File: src/rtl/ctrl_seq_pkg.sv
// Shared types and field layout for the ctrl_seq instruction sequencer.
package ctrl_seq_pkg;

   typedef enum logic [1:0] {
      MEM_NOP   = 2'd0,
      MEM_READ  = 2'd1,
      MEM_WRITE = 2'd2
   } mem_ctrl_op_e;

   typedef enum logic [2:0] {
      AR_NOP = 3'd0,
      AR_INC = 3'd1
   } addr_register_op_e;

   typedef enum logic {
      ADDR_PC  = 1'b0,
      ADDR_MAR = 1'b1
   } addr_sel_e;

   typedef enum logic {
      REG_NOP   = 1'b0,
      REG_WRITE = 1'b1
   } registers_op_e;

   typedef enum logic [1:0] {
      MUX_ALU = 2'd0,
      MUX_MEM = 2'd1
   } mux_sel_e;

   typedef enum logic [1:0] {
      OP_NOP = 2'd0,
      OP_ALU = 2'd1,
      OP_LDX = 2'd2,
      OP_JMP = 2'd3
   } opcode_e;

   typedef enum logic [3:0] {
      ST_FETCH     = 4'd0,
      ST_DECODE    = 4'd1,
      ST_ALU_OP    = 4'd2,
      ST_LDX_READ  = 4'd3,
      ST_LDX_WRITE = 4'd4,
      ST_JMP_PARAM = 4'd5,
      ST_INC_PC    = 4'd6,
      ST_HALT      = 4'd7,
      ST_FAULT     = 4'd8
   } ctrl_seq_state_e;

   // Field positions below the MSB of an instruction byte (bit index = W-1-offset)
   localparam int unsigned OPCODE_W     = 2;
   localparam int unsigned MOD_BIT_OFS  = 2;
   localparam int unsigned JMP_ZM_OFS   = 3;
   localparam int unsigned JMP_REG_OFS  = 4;
   localparam int unsigned AR_OP_W      = 3;
   localparam int unsigned ALU_THR      = 0;

   function automatic logic is_wait_state(ctrl_seq_state_e s);
      return (s == ST_DECODE) || (s == ST_ALU_OP) || (s == ST_LDX_READ) ||
             (s == ST_LDX_WRITE) || (s == ST_JMP_PARAM);
   endfunction

endpackage

File: src/rtl/ctrl_seq_timeout.sv
// Memory-handshake wait counter; expired_c flags the last permitted wait cycle.
module ctrl_seq_timeout #(
   parameter int unsigned LIMIT = 15
) (
   input  logic clock,
   input  logic reset,
   input  logic clear,
   input  logic enable,
   output logic expired_c
);
   localparam int unsigned CNT_W = (LIMIT < 2) ? 1 : $clog2(LIMIT);
   localparam logic [CNT_W-1:0] LAST = CNT_W'((LIMIT == 0) ? 0 : LIMIT - 1);

   logic [CNT_W-1:0] cnt_q, cnt_d;

   always_comb begin
      cnt_d = cnt_q;
      if (clear)
         cnt_d = '0;
      else if (enable && (cnt_q != LAST))
         cnt_d = cnt_q + CNT_W'(1);
   end

   always_ff @(posedge clock or negedge reset) begin
      if (!reset) cnt_q <= '0;
      else        cnt_q <= cnt_d;
   end

   // A LIMIT of zero disables the timeout entirely
   assign expired_c = (LIMIT != 0) && enable && (cnt_q == LAST);

endmodule

File: src/rtl/ctrl_seq.sv
// Instruction sequencer for the simple-viii core with registered control outputs.
// Optional single-step gating of ST_FETCH is enabled by defining CTRL_SINGLE_STEP_EN.
module ctrl_seq
   import ctrl_seq_pkg::*;
#(
   parameter int unsigned DATA_BUS_WIDTH = 8,
   parameter int unsigned REG_SEL_WIDTH  = 2,
   parameter int unsigned ALU_OP_WIDTH   = 4,
   parameter int unsigned MEM_TIMEOUT    = 15
) (
   input  logic                      clock,
   input  logic                      reset,
`ifdef CTRL_SINGLE_STEP_EN
   input  logic                      step,
`endif
   input  logic [DATA_BUS_WIDTH-1:0] bus_data_in,
   input  logic                      mem_op_done,
   input  logic                      flag_carry,
   input  logic                      flag_zero,
   output logic [1:0]                mem_ctrl_op,
   output logic [2:0]                addr_reg_op,
   output logic                      addr_sel,
   output logic [ALU_OP_WIDTH-1:0]   alu_op,
   output logic                      reg_op,
   output logic [REG_SEL_WIDTH-1:0]  reg_sel_in,
   output logic [REG_SEL_WIDTH-1:0]  reg_sel_1,
   output logic [REG_SEL_WIDTH-1:0]  reg_sel_2,
   output logic [1:0]                mux_sel,
   output logic                      halted,
   output logic                      fault
);
   localparam int unsigned W            = DATA_BUS_WIDTH;
   localparam int unsigned OPC_LSB      = W - OPCODE_W;
   localparam int unsigned MOD_BIT      = W - 1 - MOD_BIT_OFS;
   localparam int unsigned ALU_RS1_HI   = MOD_BIT - ALU_OP_WIDTH;
   localparam int unsigned LDX_REG_HI   = MOD_BIT - 1;
   localparam int unsigned JMP_ZM_BIT   = W - 1 - JMP_ZM_OFS;
   localparam int unsigned JMP_REG_HI   = W - 1 - JMP_REG_OFS;
   localparam int unsigned JMP_ASEL_BIT = JMP_REG_HI - REG_SEL_WIDTH;
   localparam int unsigned P_RSIN_HI    = W - 1 - REG_SEL_WIDTH;

   ctrl_seq_state_e state_q, state_d;
   opcode_e         opcode;
   logic            advance, jmp_taken, tmo_clear, tmo_enable, tmo_expired;

   logic [1:0]               mem_ctrl_op_q, mem_ctrl_op_d;
   logic [2:0]               addr_reg_op_q, addr_reg_op_d;
   logic                     addr_sel_q, addr_sel_d;
   logic [ALU_OP_WIDTH-1:0]  alu_op_q, alu_op_d;
   logic                     reg_op_q, reg_op_d;
   logic [REG_SEL_WIDTH-1:0] reg_sel_in_q, reg_sel_in_d;
   logic [REG_SEL_WIDTH-1:0] reg_sel_1_q, reg_sel_1_d;
   logic [REG_SEL_WIDTH-1:0] reg_sel_2_q, reg_sel_2_d;
   logic [1:0]               mux_sel_q, mux_sel_d;
   logic                     halted_q, halted_d;
   logic                     fault_q, fault_d;
   logic                     jmp_asel_q, jmp_asel_d;

`ifdef CTRL_SINGLE_STEP_EN
   assign advance = step;
`else
   assign advance = 1'b1;
`endif

   assign opcode    = opcode_e'(bus_data_in[OPC_LSB +: OPCODE_W]);
   assign jmp_taken = (!bus_data_in[MOD_BIT] && !bus_data_in[JMP_ZM_BIT]) ||
                      (bus_data_in[MOD_BIT] && flag_carry) ||
                      (bus_data_in[JMP_ZM_BIT] && flag_zero);

   // Counter restarts whenever a new wait state is entered
   assign tmo_enable = is_wait_state(state_q);
   assign tmo_clear  = is_wait_state(state_d) && (state_d != state_q);

   ctrl_seq_timeout #(.LIMIT(MEM_TIMEOUT)) u_timeout (
      .clock     (clock),
      .reset     (reset),
      .clear     (tmo_clear),
      .enable    (tmo_enable),
      .expired_c (tmo_expired)
   );

   always_ff @(posedge clock or negedge reset) begin
      if (!reset) state_q <= ST_FETCH;
      else        state_q <= state_d;
   end

   always_comb begin
      state_d = state_q;
      case (state_q)
         ST_FETCH:  if (advance) state_d = ST_DECODE;
         ST_DECODE: begin
            if (mem_op_done) begin
               case (opcode)
                  OP_NOP:  state_d = bus_data_in[MOD_BIT] ? ST_HALT : ST_INC_PC;
                  OP_ALU:  state_d = ST_ALU_OP;
                  OP_LDX:  state_d = bus_data_in[MOD_BIT] ? ST_LDX_READ : ST_LDX_WRITE;
                  default: state_d = jmp_taken ? ST_JMP_PARAM : ST_INC_PC;
               endcase
            end else if (tmo_expired) begin
               state_d = ST_FAULT;
            end
         end
         ST_ALU_OP, ST_LDX_READ, ST_LDX_WRITE, ST_JMP_PARAM: begin
            if (mem_op_done)      state_d = ST_INC_PC;
            else if (tmo_expired) state_d = ST_FAULT;
         end
         ST_INC_PC: state_d = ST_FETCH;
         ST_HALT:   state_d = ST_HALT;
         ST_FAULT:  state_d = ST_FAULT;
         default:   state_d = ST_FETCH;
      endcase
   end

   // Next registered output values; waiting states re-load their own outputs
   always_comb begin
      mem_ctrl_op_d = MEM_NOP;
      addr_reg_op_d = AR_NOP;
      addr_sel_d    = ADDR_PC;
      alu_op_d      = ALU_OP_WIDTH'(ALU_THR);
      reg_op_d      = REG_NOP;
      reg_sel_in_d  = '0;
      reg_sel_1_d   = '0;
      reg_sel_2_d   = '0;
      mux_sel_d     = MUX_ALU;
      jmp_asel_d    = jmp_asel_q;
      case (state_q)
         ST_FETCH: begin
            if (advance) begin
               mem_ctrl_op_d = MEM_READ;
               mux_sel_d     = MUX_MEM;
            end
         end
         ST_DECODE: begin
            if (mem_op_done) begin
               case (opcode)
                  OP_ALU: begin
                     alu_op_d      = bus_data_in[MOD_BIT -: ALU_OP_WIDTH];
                     reg_sel_1_d   = bus_data_in[ALU_RS1_HI -: REG_SEL_WIDTH];
                     addr_reg_op_d = AR_INC;
                  end
                  OP_LDX: begin
                     addr_sel_d = ADDR_MAR;
                     if (bus_data_in[MOD_BIT]) begin
                        mem_ctrl_op_d = MEM_READ;
                        mux_sel_d     = MUX_MEM;
                        reg_sel_in_d  = bus_data_in[LDX_REG_HI -: REG_SEL_WIDTH];
                     end else begin
                        mem_ctrl_op_d = MEM_WRITE;
                        reg_sel_1_d   = bus_data_in[LDX_REG_HI -: REG_SEL_WIDTH];
                     end
                  end
                  OP_JMP: begin
                     jmp_asel_d = bus_data_in[JMP_ASEL_BIT];
                     if (jmp_taken) begin
                        addr_reg_op_d = AR_INC;
                        reg_sel_1_d   = bus_data_in[JMP_REG_HI -: REG_SEL_WIDTH];
                     end
                  end
                  default: ;
               endcase
            end else if (!tmo_expired) begin
               mem_ctrl_op_d = MEM_READ;
               mux_sel_d     = MUX_MEM;
            end
         end
         ST_ALU_OP: begin
            if (mem_op_done) begin
               alu_op_d    = alu_op_q;
               reg_sel_1_d = reg_sel_1_q;
               reg_sel_2_d = bus_data_in[W-1 -: REG_SEL_WIDTH];
               reg_sel_in_d = bus_data_in[P_RSIN_HI -: REG_SEL_WIDTH];
               reg_op_d    = REG_WRITE;
            end else if (!tmo_expired) begin
               alu_op_d      = alu_op_q;
               reg_sel_1_d   = reg_sel_1_q;
               mem_ctrl_op_d = MEM_READ;
            end
         end
         ST_LDX_READ: begin
            if (mem_op_done || !tmo_expired) begin
               addr_sel_d   = addr_sel_q;
               mux_sel_d    = mux_sel_q;
               reg_sel_in_d = reg_sel_in_q;
            end
            if (mem_op_done)       reg_op_d      = REG_WRITE;
            else if (!tmo_expired) mem_ctrl_op_d = mem_ctrl_op_q;
         end
         ST_LDX_WRITE: begin
            if (!mem_op_done && !tmo_expired) begin
               mem_ctrl_op_d = mem_ctrl_op_q;
               addr_sel_d    = addr_sel_q;
               reg_sel_1_d   = reg_sel_1_q;
            end
         end
         ST_JMP_PARAM: begin
            if (mem_op_done) begin
               addr_sel_d    = jmp_asel_q;
               addr_reg_op_d = bus_data_in[W-1 -: AR_OP_W];
               reg_sel_1_d   = reg_sel_1_q;
            end else if (!tmo_expired) begin
               mem_ctrl_op_d = MEM_READ;
               reg_sel_1_d   = reg_sel_1_q;
            end
         end
         ST_INC_PC: addr_reg_op_d = AR_INC;
         default: ;
      endcase
      halted_d = (state_d == ST_HALT);
      fault_d  = (state_d == ST_FAULT);
   end

   always_ff @(posedge clock or negedge reset) begin
      if (!reset) begin
         mem_ctrl_op_q <= MEM_NOP;
         addr_reg_op_q <= AR_NOP;
         addr_sel_q    <= ADDR_PC;
         alu_op_q      <= ALU_OP_WIDTH'(ALU_THR);
         reg_op_q      <= REG_NOP;
         reg_sel_in_q  <= '0;
         reg_sel_1_q   <= '0;
         reg_sel_2_q   <= '0;
         mux_sel_q     <= MUX_ALU;
         halted_q      <= 1'b0;
         fault_q       <= 1'b0;
         jmp_asel_q    <= 1'b0;
      end else begin
         mem_ctrl_op_q <= mem_ctrl_op_d;
         addr_reg_op_q <= addr_reg_op_d;
         addr_sel_q    <= addr_sel_d;
         alu_op_q      <= alu_op_d;
         reg_op_q      <= reg_op_d;
         reg_sel_in_q  <= reg_sel_in_d;
         reg_sel_1_q   <= reg_sel_1_d;
         reg_sel_2_q   <= reg_sel_2_d;
         mux_sel_q     <= mux_sel_d;
         halted_q      <= halted_d;
         fault_q       <= fault_d;
         jmp_asel_q    <= jmp_asel_d;
      end
   end

   assign mem_ctrl_op = mem_ctrl_op_q;
   assign addr_reg_op = addr_reg_op_q;
   assign addr_sel    = addr_sel_q;
   assign alu_op      = alu_op_q;
   assign reg_op      = reg_op_q;
   assign reg_sel_in  = reg_sel_in_q;
   assign reg_sel_1   = reg_sel_1_q;
   assign reg_sel_2   = reg_sel_2_q;
   assign mux_sel     = mux_sel_q;
   assign halted      = halted_q;
   assign fault       = fault_q;

endmodule

File: config.mk
export PLATFORM = sky130hd
export DESIGN_NAME = ctrl_seq
export DESIGN_NICKNAME = d
export VERILOG_FILES = /design/src/rtl/ctrl_seq_pkg.sv /design/src/rtl/ctrl_seq_timeout.sv /design/src/rtl/ctrl_seq.sv
export SDC_FILE = /design/constraint.sdc
export NUM_CORES = 1
export LEC_CHECK = 0
export BUFFER_PORTS_ARGS = -buffer_cell sky130_fd_sc_hd__buf_2
export CORE_ASPECT_RATIO = 1.4
export CORE_MARGIN = 4
export CORE_UTILIZATION = 55
export CTS_BUF_LIST = sky130_fd_sc_hd__clkbuf_2
export DETAILED_ROUTE_END_ITERATION = 8
export PLACE_DENSITY = 0.89
export SYNTH_ARGS = -nofsm -noshare
export SYNTH_HDL_FRONTEND = slang
export SYNTH_SLANG_ARGS = --single-unit
File: constraint.sdc
create_clock -name clock -period 2.9 [get_ports clock]
set_input_delay 0.435 -clock clock [delete_from_list [all_inputs] [get_ports clock]]
set_output_delay 0.435 -clock clock [all_outputs]
set_load 0.02 [all_outputs]
# Word level (Yosys, flattened, before mapping)
# Cells that the tools add are included.
[word_totals]
romBits = 0
mem_bits_rw = 0
in_bits = 13
wordCells = 131
output_inout_bits = 21
latchBits = 0
memories = 0
regBits = 30
[classes]
reduce_logical = 33
shift = 0
n_bitwise = 0
muxes = 55
multipliers = 0
div = 0
n_eq_ne = 28
addsub = 1
n_lt_le_gt_ge = 0
[ops]
columns = ["op", "count"]
rows = [
  ["$mux 2", 19],
  ["$mux 4", 9],
  ["$eq 4x3->1 const B", 7],
  ["$pmux 2 s3", 4],
  ["$pmux 4 s5", 1],
  ["$pmux 3 s3", 2],
  ["$eq 4x2->1 const B", 4],
  ["$mux 1", 14],
  ["$eq 4x4->1 const B", 3],
  ["$logic_or 1x1->1", 11],
  ["$ne 2x2->1 const B", 5],
  ["$pmux 2 s5", 1],
  ["$eq 4x1->1 const B", 2],
  ["$pmux 4 s2", 1],
  ["$logic_and 1x1->1", 7],
  ["$mux 3", 2],
  ["$reduce_and 2->1", 3],
  ["$reduce_and 3->1", 2],
  ["$add 4x1->4 const B", 1],
  ["$eq 2x2->1 const B", 2],
  ["$logic_not 1->1", 4],
  ["$logic_not 4->1", 1],
  ["$ne 4x4->1", 1],
  ["$ne 4x4->1 const B", 1],
  ["other kinds (9)", 10],
]

# Depth between registers and ports, before layout
# Gate-level depths: netlist of the first run.
[logic_depth]
word_depth = 16
mapped_depth = 8
ltp_nobuf = 8

# By module
# Synthesis of the first run repeated with hierarchy kept, for this count alone.
[hier_totals]
hier_cells = 200
hier_area_um2 = 1767.9
[by_module_without_submodules]
columns = ["module", "n_inst", "seq_area_each_um2", "area_per_inst_um2", "cells_per_inst"]
rows = [
  ["ctrl_seq", 1, 625.6, 1514.0, 176],
  ["ctrl_seq_timeout", 1, 100.1, 254.0, 24],
]

# Worst setup path before layout of the first run
# Ideal clock, no wire load.
[synth_path]
path_type = "register to register"
startpoint = "register state_q[3]"
endpoint = "register u_timeout.cnt_q[0]"
synth_period_minus_slack_ps = 2024
path_slack_ps = 876
required_time_ps = 2829
arrival_ps = 1953
path_stages_with_launch = 8
setup_time_ps = 71
n_path_buf = 1
path_cell_list = "dfrtp_1 -> buf_6 -> or4b_4 -> a211o_1 -> o2bb2a_4 -> nor2_1 -> o311a_4 -> nor2_1"
[synth_between]
elab_chain_cells = 16
elab_cells_between_ends = 32
cone_classes = "eq/ne: 13; mux: 5; reduce/logical: 14"
[synth_rtl]
columns = ["element", "line_no", "text"]
rows = [
  ["start, declared", "ctrl_seq.sv:42", "ctrl_seq_state_e state_q, state_d;"],
  ["start signal, assigned", "ctrl_seq.sv:84", "else state_q <= state_d;"],
  ["$eq 4x1->1 or $eq 4x2->1 (tied branches)", "ctrl_seq_pkg.sv:58, ctrl_seq.sv:89", ""],
  ["$logic_or 1x1->1 (3 in a row)", "ctrl_seq_pkg.sv:58", "return (s == ST_DECODE) || (s == ST_ALU_OP) || (s == ST_LDX_READ) ||"],
  ["$logic_or 1x1->1", "ctrl_seq_pkg.sv:59", "(s == ST_LDX_WRITE) || (s == ST_JMP_PARAM);"],
  ["$logic_and 1x1->1", "ctrl_seq_timeout.sv:30", "assign expired_c = (LIMIT != 0) && enable && (cnt_q == LAST);"],
  ["$mux 4", "ctrl_seq.sv:99, ctrl_seq.sv:105", ""],
  ["$mux 4, on equally long branches", "ctrl_seq.sv:104, ctrl_seq.sv:92", ""],
  ["$pmux 4 s5 (*)", "ctrl_seq.sv:89", "case (state_q)"],
  ["net state_d[1]", "ctrl_seq.sv:42", ""],
  ["$eq 4x1->1 or $eq 4x2->1 (tied branches)", "ctrl_seq_pkg.sv:58", ""],
  ["$logic_or 1x1->1 (3 in a row)", "ctrl_seq_pkg.sv:58", ""],
  ["$logic_or 1x1->1", "ctrl_seq_pkg.sv:59", ""],
  ["$logic_and 1x1->1 (*)", "ctrl_seq.sv:72", "assign tmo_clear = is_wait_state(state_d) && (state_d != state_q);"],
  ["$mux 4 or $reduce_bool 2->1 (tied branches)", "--", ""],
  ["end signal, assigned", "ctrl_seq_timeout.sv:26", "else cnt_q <= cnt_d;"],
  ["end, declared", "ctrl_seq_timeout.sv:14", "logic [CNT_W-1:0] cnt_q, cnt_d;"],
]
# Mark *: on every way through the listed nets, which the timed path passes. The rest lies on a longest branch.
# A chain may end at the register's enable or synchronous reset.

# Worst setup path after layout of the first run
[layout_path]
startpoint = "register state_q[1]"
endpoint = "register u_timeout.cnt_q[1]"
# The elaborated chain is that of the path after synthesis.

==> impl_results.md, run 1 <==
- 1st-pass router iterations: 4
- Pint: 0.893 mW
- PortBufs: 32
- Syn nets: 200
- # rows: 23
- Crit-path slowest cell: or4b_4
- Clk_skew: 0.0101 ns
- Vias in the first global route: 1470
- Worst skew pair latency: 0.38 ns
- Sequential area share after synthesis: 43.3%
- Synthesized cell area: 1680 um2
- Worst-path clk slew: 0.13 ns
- Final HPWL DP: 2930 um
- Num CTS Buffers: 5
- Max Transition Viols Final: 0
- Slew headroom: 56.4%
- CP Launch Point: state_q[1]
- Die W: 54.7 um
- Period utilization: 80.6%
- First-pass GRT wire length: 6580 um
- Setup Buffers After CTS: 0
- R2r endpoint: u_timeout.cnt_q[1]
- Initial antenna violation count: 0
- Critical path cell sequence: or4b_4, a211oi_1, a2bb2oi_2, mux2i_1, o311a_4, nor2_1
- Synth Warn #: 0
- Dominant cells by area after synthesis: dfrtp_1 43%, nor2_1 6.3%, nand2_1 4.0%
- Core box area: 2910 um2
- Syn_area_per_cell: 9.07 um2
- Kind of critical path: reg2reg
- Fmax achieved: 428 MHz
- Worst Max-Slew Pin Slew: 0.645 ns
- Drt wl/cell: 15.4 um
- Synth top area share: 43.3%
- Post-Syn Instances: 185
- GR Overflow Total: 0
- Max Cap Violations: 0
- Final Hold Vio Count: 0
- Startpoint types: flop
- Power Density: 864 nW/um2
- Layout area overhead: 12.2%
- Antenna diodes: 0
- Crit end category: flop
- CTS root buf: clkbuf_2
- Total GRT Usage: 22.7%
- Initial Util: 57.7%
- Max stage delay on crit path: 0.63 ns
- Setup TNS: 0 ns
- Synth unique cells: 48
- Primary FF master, synth: dfrtp_1
- Antenna-violating nets left: 0
- Seq cells post-synth: 29
- PostCTS Resize Cnt: 0
- Arr. time, crit path: 2.66 ns
- Number of flops mapped to enable cells by yosys: 0
- Routed via count: 1553
- Global route hottest layer: met2
- Share of layout cells above drive strength 1: 21.9%
- GRT met3 Usage: 7.71%
- Final setup fails: 0
- R2R Path Start: state_q[1]
- Gpl congestion: 0.938
- # hold bufs at CTS: 0
- Asr flop ratio synth: 100%
- Sequential share of power: 34.6%
- Most common cell after layout, fill and taps aside: buf_2
- Critical path peak fanout: 17
- DRC Markers: 0
- Commonest non-fill, non-tap cells in the layout: 32 x buf_2, 29 x dfrtp_1, 28 x nor2_1, 18 x nand2_1
- Via density: 6.16
- Boundary pin count: 34
- Cell Area, Placed: 1850 um2
- Reg2reg path depth: 6
- VDD IR-drop max: 0.623 mV
- Outcome: complete, no violations
- Largest net degree at the start of global routing: 30
- Met1 usage: 27.6%
- Final wirelength: 3890 um
- Min Tclk post-route: 2.34 ns
- Worst path required time: 3.22 ns
- Initial DRC count: 99
- Combinational Power Share: 54.4%
- Net load switching power: 0.732 mW
- Cell taking the most area after synthesis: dfrtp_1
- Static leakage: 0.927 nW
- Area of the die: 4010 um2
- # nets final: 231
- Switching part of the total: 45.0%
- TritonCTS Sinks: 29
- Min-Delay Path Class: in2async
- H-tree lvl count: 2
- Met2 Use GR: 35.1%
- Clock power share: 11.0%
- Setup crit end: u_timeout.cnt_q[1]
- CTS Buffer Depth: 2
- Worst R2R Setup Slack: 0.56 ns
- CTS tree: done
- Unrepaired setup endpoints after global routing: no
- Die Y: 73.4 um
- Final Instance Area: 1880 um2
==> per-layer routing <==
metal  up-vias  share of wire, %
met3        15               7.8
met4         0               2.8
met5         -                 0
li1        740                 -
met2        85                52
met1       713                38
==> synthesized netlist by cell type, types with 2 or more instances <==
master,n
nand2b_1,4
a211o_1,4
a222oi_1,2
a22o_1,6
buf_2,2
o31ai_1,4
a31oi_1,2
ha_1,2
o21ai_0,4
a211oi_1,2
nor3_1,10
nand3_1,5
nand2_1,18
o21bai_1,2
o2bb2ai_1,4
and2_1,2
dfrtp_1,29
nor2_1,28
xnor2_1,2
inv_1,6
nor2b_1,4
a21oi_1,10
clkbuf_1,7
o311ai_0,2
==> power by group through the flow <==
stage	Clock [mW]	Sequential [mW]	Combinational [mW]
4_1_cts	0.177	0.560	0.876
3_3_place_gp	0	0.565	0.852
2_1_floorplan	0	0.610	0.618
5_1_grt	0.191	0.574	0.986
6_report	0.179	0.561	0.884
3_5_place_dp	0	0.568	0.871
==> worst max-delay path, delay by kind of cell, from the launching register on <==
kind             cells  cell delay [ns]
AO/OA/AOI/OAI        3             0.84
AND/OR/NAND/NOR      2             0.74
flip-flops           1             0.58
multiplexers         1             0.11
==> flip-flops by register name (all words and copies together), names as in the netlist <==
register / cells
alu_op: 4
state_q: 4
u_timeout.cnt_q: 4
addr_reg_op: 3
mem_ctrl_op: 2
reg_sel_1: 2
reg_sel_2: 2
reg_sel_in: 2
addr_sel: 1
fault: 1
halted: 1
jmp_asel_q: 1
mux_sel: 1
reg_op: 1
==> worst min path at each step <==
stage / startpoint / end / slack (ns) / cells after the start
6_report: reset / reg_sel_in[0] / 0.04 / 1
5_1_grt: reset / state_q[2] / 0.1 / 1
4_1_cts: reset / state_q[2] / 0.07 / 1
3_5_place_dp: mux_sel[0] / mux_sel[0] / 0.46 / 2
3_3_place_gp: mux_sel[0] / mux_sel[0] / 0.45 / 2
2_1_floorplan: reset / addr_reg_op[0] / 0.14 / 0
==> cells by family (layout without fill, tap and decap cells) <==
group / count (synthesis) / in the layout / synth area share, %
other: 1 / 1 / 0.223
adder cells (fa/ha/maj): 2 / 2 / 1.49
buffers and inverters: 17 / 47 / 4.62
XOR/XNOR: 3 / 3 / 1.57
AND/OR/NAND/NOR: 79 / 79 / 22.7
multiplexers: 2 / 2 / 1.27
AO/OA/AOI/OAI: 52 / 52 / 24.9
flip-flops: 29 / 29 / 43.3
==> stage by stage <==
stage / utilization (%) / hold slack (ns) / power [mW] / setup slack (ns) / instances
after floorplan: - / 0.139 / 1.23 / 0.876 / 185
after global placement: 63.7 / 0.455 / 1.42 / 0.635 / 246
after detailed placement: 63.7 / 0.459 / 1.44 / 0.612 / 246
after CTS: 64.7 / 0.0744 / 1.61 / 0.581 / 252
after global routing: 64.7 / 0.0974 / 1.75 / 0.401 / 252
final: 64.7 / 0.0397 / 1.62 / 0.564 / 252
==> layout make-up <==
class / instances / area, um2
Timing Repair Buffer: 35 / 183
Multi-Input combinational cell: 139 / 875
Clock inverter: 1 / 5.00
Tap cell: 37 / 46.3
Sequential cell: 29 / 726
Inverter: 6 / 22.5
Clock buffer: 5 / 25.0
Fill cell: 261 / 1020
Note: power is estimated with default switching activity, not from simulation.
==> run 2: changes to the inputs <==
--- a/config.mk
+++ b/config.mk
@@ -5,6 +5,7 @@
 export SDC_FILE = /design/constraint.sdc
 export NUM_CORES = 1
 export LEC_CHECK = 0
+export ABC_AREA = 1
 export BUFFER_PORTS_ARGS = -buffer_cell sky130_fd_sc_hd__buf_2
 export CORE_ASPECT_RATIO = 1.4
 export CORE_MARGIN = 4
==> constraint.sdc (replaced) <==
create_clock -name clock -period 2.2 [get_ports clock]
set_input_delay 0.33 -clock clock [delete_from_list [all_inputs] [get_ports clock]]
set_output_delay 0.33 -clock clock [all_outputs]
set_load 0.02 [all_outputs]
==> impl_results.md, run 2 <==
- Outcome: complete, no violations (unchanged)
- Static leakage: 1.06 nW (was 0.927 nW)
- Gpl congestion: 0.947 (was 0.938)
- Antenna diodes: 0 (unchanged)
- Via density: 5.63 (was 6.16)
- Share of layout cells above drive strength 1: 27.4% (was 21.9%)
- Crit-path slowest cell: dfrtp_1 (was or4b_4)
- 1st-pass router iterations: 4 (unchanged)
- # rows: 23 (unchanged)
- HP Start: bus_data_in[7]
- Clock power share: 10.8% (was 11.0%)
- Clk_skew: 0.0217 ns (was 0.0101 ns)
- H-tree lvl count: 2 (unchanged)
- Hold Path Cell Cnt: 2
- Delay-heaviest family, CP: simple AND/OR/NAND/NOR gates (was compound AO/OA/AOI/OAI gates)
- Worst skew pair latency: 0.37 ns (was 0.38 ns)
- Seq cells post-synth: 29 (unchanged)
- Num CTS Buffers: 5 (unchanged)
- Area of the die: 4080 um2 (was 4010 um2)
- Die W: 55.1 um (was 54.7 um)
- Fmax achieved: 519 MHz (was 428 MHz)
- Unrepaired setup endpoints after global routing: no (unchanged)
- Setup TNS: 0 ns (unchanged)
- # nets final: 267 (was 231)
- Setup Buffers After CTS: 0 (unchanged)
- Worst Slack Setup Final: 0.274 ns (was 0.564 ns)
- First-pass GRT wire length: 6450 um (was 6580 um)
- Worst path required time: 2.51 ns (was 3.22 ns)
- Max stage delay on crit path: 0.43 ns (was 0.63 ns)
- VDD IR-drop max: 0.941 mV (was 0.623 mV)
- Initial Util: 58.3% (was 57.7%)
- Max Transition Viols Final: 0 (unchanged)
- Final wirelength: 3970 um (was 3890 um)
- Vias in the first global route: 1573 (was 1470)
- Final HPWL DP: 3090 um (was 2930 um)
- Synth unique cells: 34 (was 48)
- R2R Path Start: u_timeout.cnt_q[0] (was state_q[1])
- Sequential area share after synthesis: 42.4% (was 43.3%)
- Antenna-violating nets left: 0 (unchanged)
- Switching part of the total: 49.9% (was 45.0%)
- Hold EP: jmp_asel_q
- Final setup fails: 0 (unchanged)
- R2r endpoint: u_timeout.cnt_q[0] (was u_timeout.cnt_q[1])
- TritonCTS Sinks: 29 (unchanged)
- Worst path most repeated cell: nand2_1
- Routed via count: 1628 (was 1553)
- GR Overflow Total: 0 (unchanged)
- Cell taking the most area after synthesis: dfrtp_1 (unchanged)
- Fin Hold WS: 0.215 ns (was 0.0397 ns)
- Slew headroom: 58.3% (was 56.4%)
- Commonest cells in the netlist: 51 x nand2_1, 29 x dfrtp_1, 23 x inv_1, 20 x nand3_1, 17 x nor2_1 (was 29 x dfrtp_1, 28 x nor2_1, 18 x nand2_1, 10 x a21oi_1, 10 x nor3_1)
- Syn_area_per_cell: 7.85 um2 (was 9.07 um2)
- Arr. time, crit path: 2.23 ns (was 2.66 ns)
- Worst-path clk slew: 0.15 ns (was 0.13 ns)
- Synth top area share: 42.4% (was 43.3%)
- DP Worst Slack: 0.187 ns (was 0.612 ns)
- Kind of critical path: reg2reg (unchanged)
- PortBufs: 32 (unchanged)
- Final cell count without fillers: 289 (was 252)
- Primary FF master, synth: dfrtp_1 (unchanged)
- Net load switching power: 1.14 mW (was 0.732 mW)
- Number of flops mapped to enable cells by yosys: 0 (unchanged)
- Syn nets: 233 (was 200)
- Min-Delay Path Class: in2reg (was in2async)
- Critical path cell sequence: inv_1, ha_1, nand2_1, nor2_1, nand2_4, inv_2, nand2_2, o31ai_1, nor2_1, nand2_1, nand2_1, a21oi_1 (was or4b_4, a211oi_1, a2bb2oi_2, mux2i_1, o311a_4, nor2_1)
- Pint: 1.14 mW (was 0.893 mW)
- Commonest non-fill, non-tap cells in the layout: 50 x nand2_1, 32 x buf_2, 29 x dfrtp_1, 23 x inv_1, 20 x nand3_1 (was 32 x buf_2, 29 x dfrtp_1, 28 x nor2_1, 18 x nand2_1)
- Crit path buffers/inverters: 2 (was 0)
- Total GRT Usage: 21.8% (was 22.7%)
- Post-Syn Instances: 218 (was 185)
- Power Density: 1180 nW/um2 (was 864 nW/um2)
- Asr flop ratio synth: 100% (unchanged)
- Largest net degree at the start of global routing: 30 (unchanged)
- Boundary pin count: 34 (unchanged)
- Worst R2R Setup Slack: 0.27 ns (was 0.56 ns)
- DRC Markers: 0 (unchanged)
- Final Hold Vio Count: 0 (unchanged)
- CTS root buf: clkbuf_2 (unchanged)
- Combinational Power Share: 55.1% (was 54.4%)
- Pwr Total: 2.28 mW (was 1.62 mW)
- Startpoint types: flop (unchanged)
- Cell Area, Placed: 1880 um2 (was 1850 um2)
- Most common cell in the netlist: nand2_1 (was dfrtp_1)
- Most common cell after layout, fill and taps aside: nand2_1 (was buf_2)
- Initial DRC count: 89 (was 99)
- Sequential share of power: 34.1% (was 34.6%)
- Die Y: 74.0 um (was 73.4 um)
- Synth Warn #: 0 (unchanged)
- Final Core Density: 65.6% (was 64.7%)
- Initial antenna violation count: 0 (unchanged)
- Layout area overhead: 12.6% (was 12.2%)
- CTS Buffer Depth: 2 (unchanged)
- Crit end category: flop (unchanged)
- Core box area: 2940 um2 (was 2910 um2)
- Synthesized cell area: 1710 um2 (was 1680 um2)
- Max Cap Violations: 0 (unchanged)
- Worst Max-Slew Pin Slew: 0.625 ns (was 0.645 ns)
- Final Instance Area: 1930 um2 (was 1880 um2)
- CTS tree: done (unchanged)
- Dominant cells by area after synthesis: dfrtp_1 42%, nand2_1 11%, nand3_1 5.9% (was dfrtp_1 43%, nor2_1 6.3%, nand2_1 4.0%)
- Drt wl/cell: 13.7 um (was 15.4 um)
- Critical path peak fanout: 12 (was 17)
- Reg2reg path depth: 12 (was 6)
- Period utilization: 87.5% (was 80.6%)
- Cells after DPL: 281 (was 246)
- Min Tclk post-route: 1.93 ns (was 2.34 ns)
==> run 2: cell types whose count changed after synthesis, sizes merged, moves of 5 or more <==
cell    previous run  this run
nand2             18        63
inv                6        30
nand3              5        25
nor2              28        20
o21ai              4        12
nor3              10         3
a22o               6         0
clkbuf             7         2
==> run 2: power groups by stage <==
stage	registers [mW]	logic (mW)	clock network, mW
after floorplan	0.813	0.945	0
after global placement	0.776	1.20	0
after detailed placement	0.784	1.24	0
after CTS	0.773	1.26	0.250
after global routing	0.789	1.40	0.277
final	0.777	1.25	0.245
==> run 2: layout make-up <==
cell class	instances	area [um2]
Clock buffer	6	30.0
Tap cell	37	46.3
Timing Repair Buffer	33	170
Clock inverter	1	3.75
Inverter	31	118
Sequential cell	29	726
Multi-Input combinational cell	152	832
Fill cell	295	1010
==> run 2: worst max path at each step <==
stage	from	end	slack [ns]	cells past startpoint
4_1_cts	u_timeout.cnt_q[0]	u_timeout.cnt_q[0]	0.16	12
3_5_place_dp	u_timeout.cnt_q[0]	u_timeout.cnt_q[0]	0.19	12
3_3_place_gp	u_timeout.cnt_q[0]	u_timeout.cnt_q[2]	0.27	12
6_report	u_timeout.cnt_q[0]	u_timeout.cnt_q[0]	0.27	12
2_1_floorplan	u_timeout.cnt_q[0]	reg_sel_1[0]	0.55	11
5_1_grt	u_timeout.cnt_q[0]	u_timeout.cnt_q[1]	0.08	13
==> run 2: timing repair <==
action,in CTS,in global routing
endpoints found under the hold margin,21,0
resized for setup,0,1
setup endpoints to repair,0,4
hold buffers,1,0
==> run 2: cells by family (layout without fill, tap and decap cells) <==
group / after synthesis / after routing / share of synthesized area [%]
simple gates: 113 / 113 / 33.1
buf+inv: 37 / 71 / 9.07
compound gates: 33 / 33 / 12.1
fa+ha+maj: 2 / 2 / 1.46
flops: 29 / 29 / 42.4
xor+xnor: 3 / 3 / 1.54
other cells: 1 / 1 / 0.219
==> run 2: per-layer routing <==
metal	up-vias	GRT usage [%]	share of wire, %
li1	774	-	-
met3	19	5.81	7.3
met4	0	13.2	4.6
met5	-	0	0
met1	759	21.9	36
met2	76	38.6	52
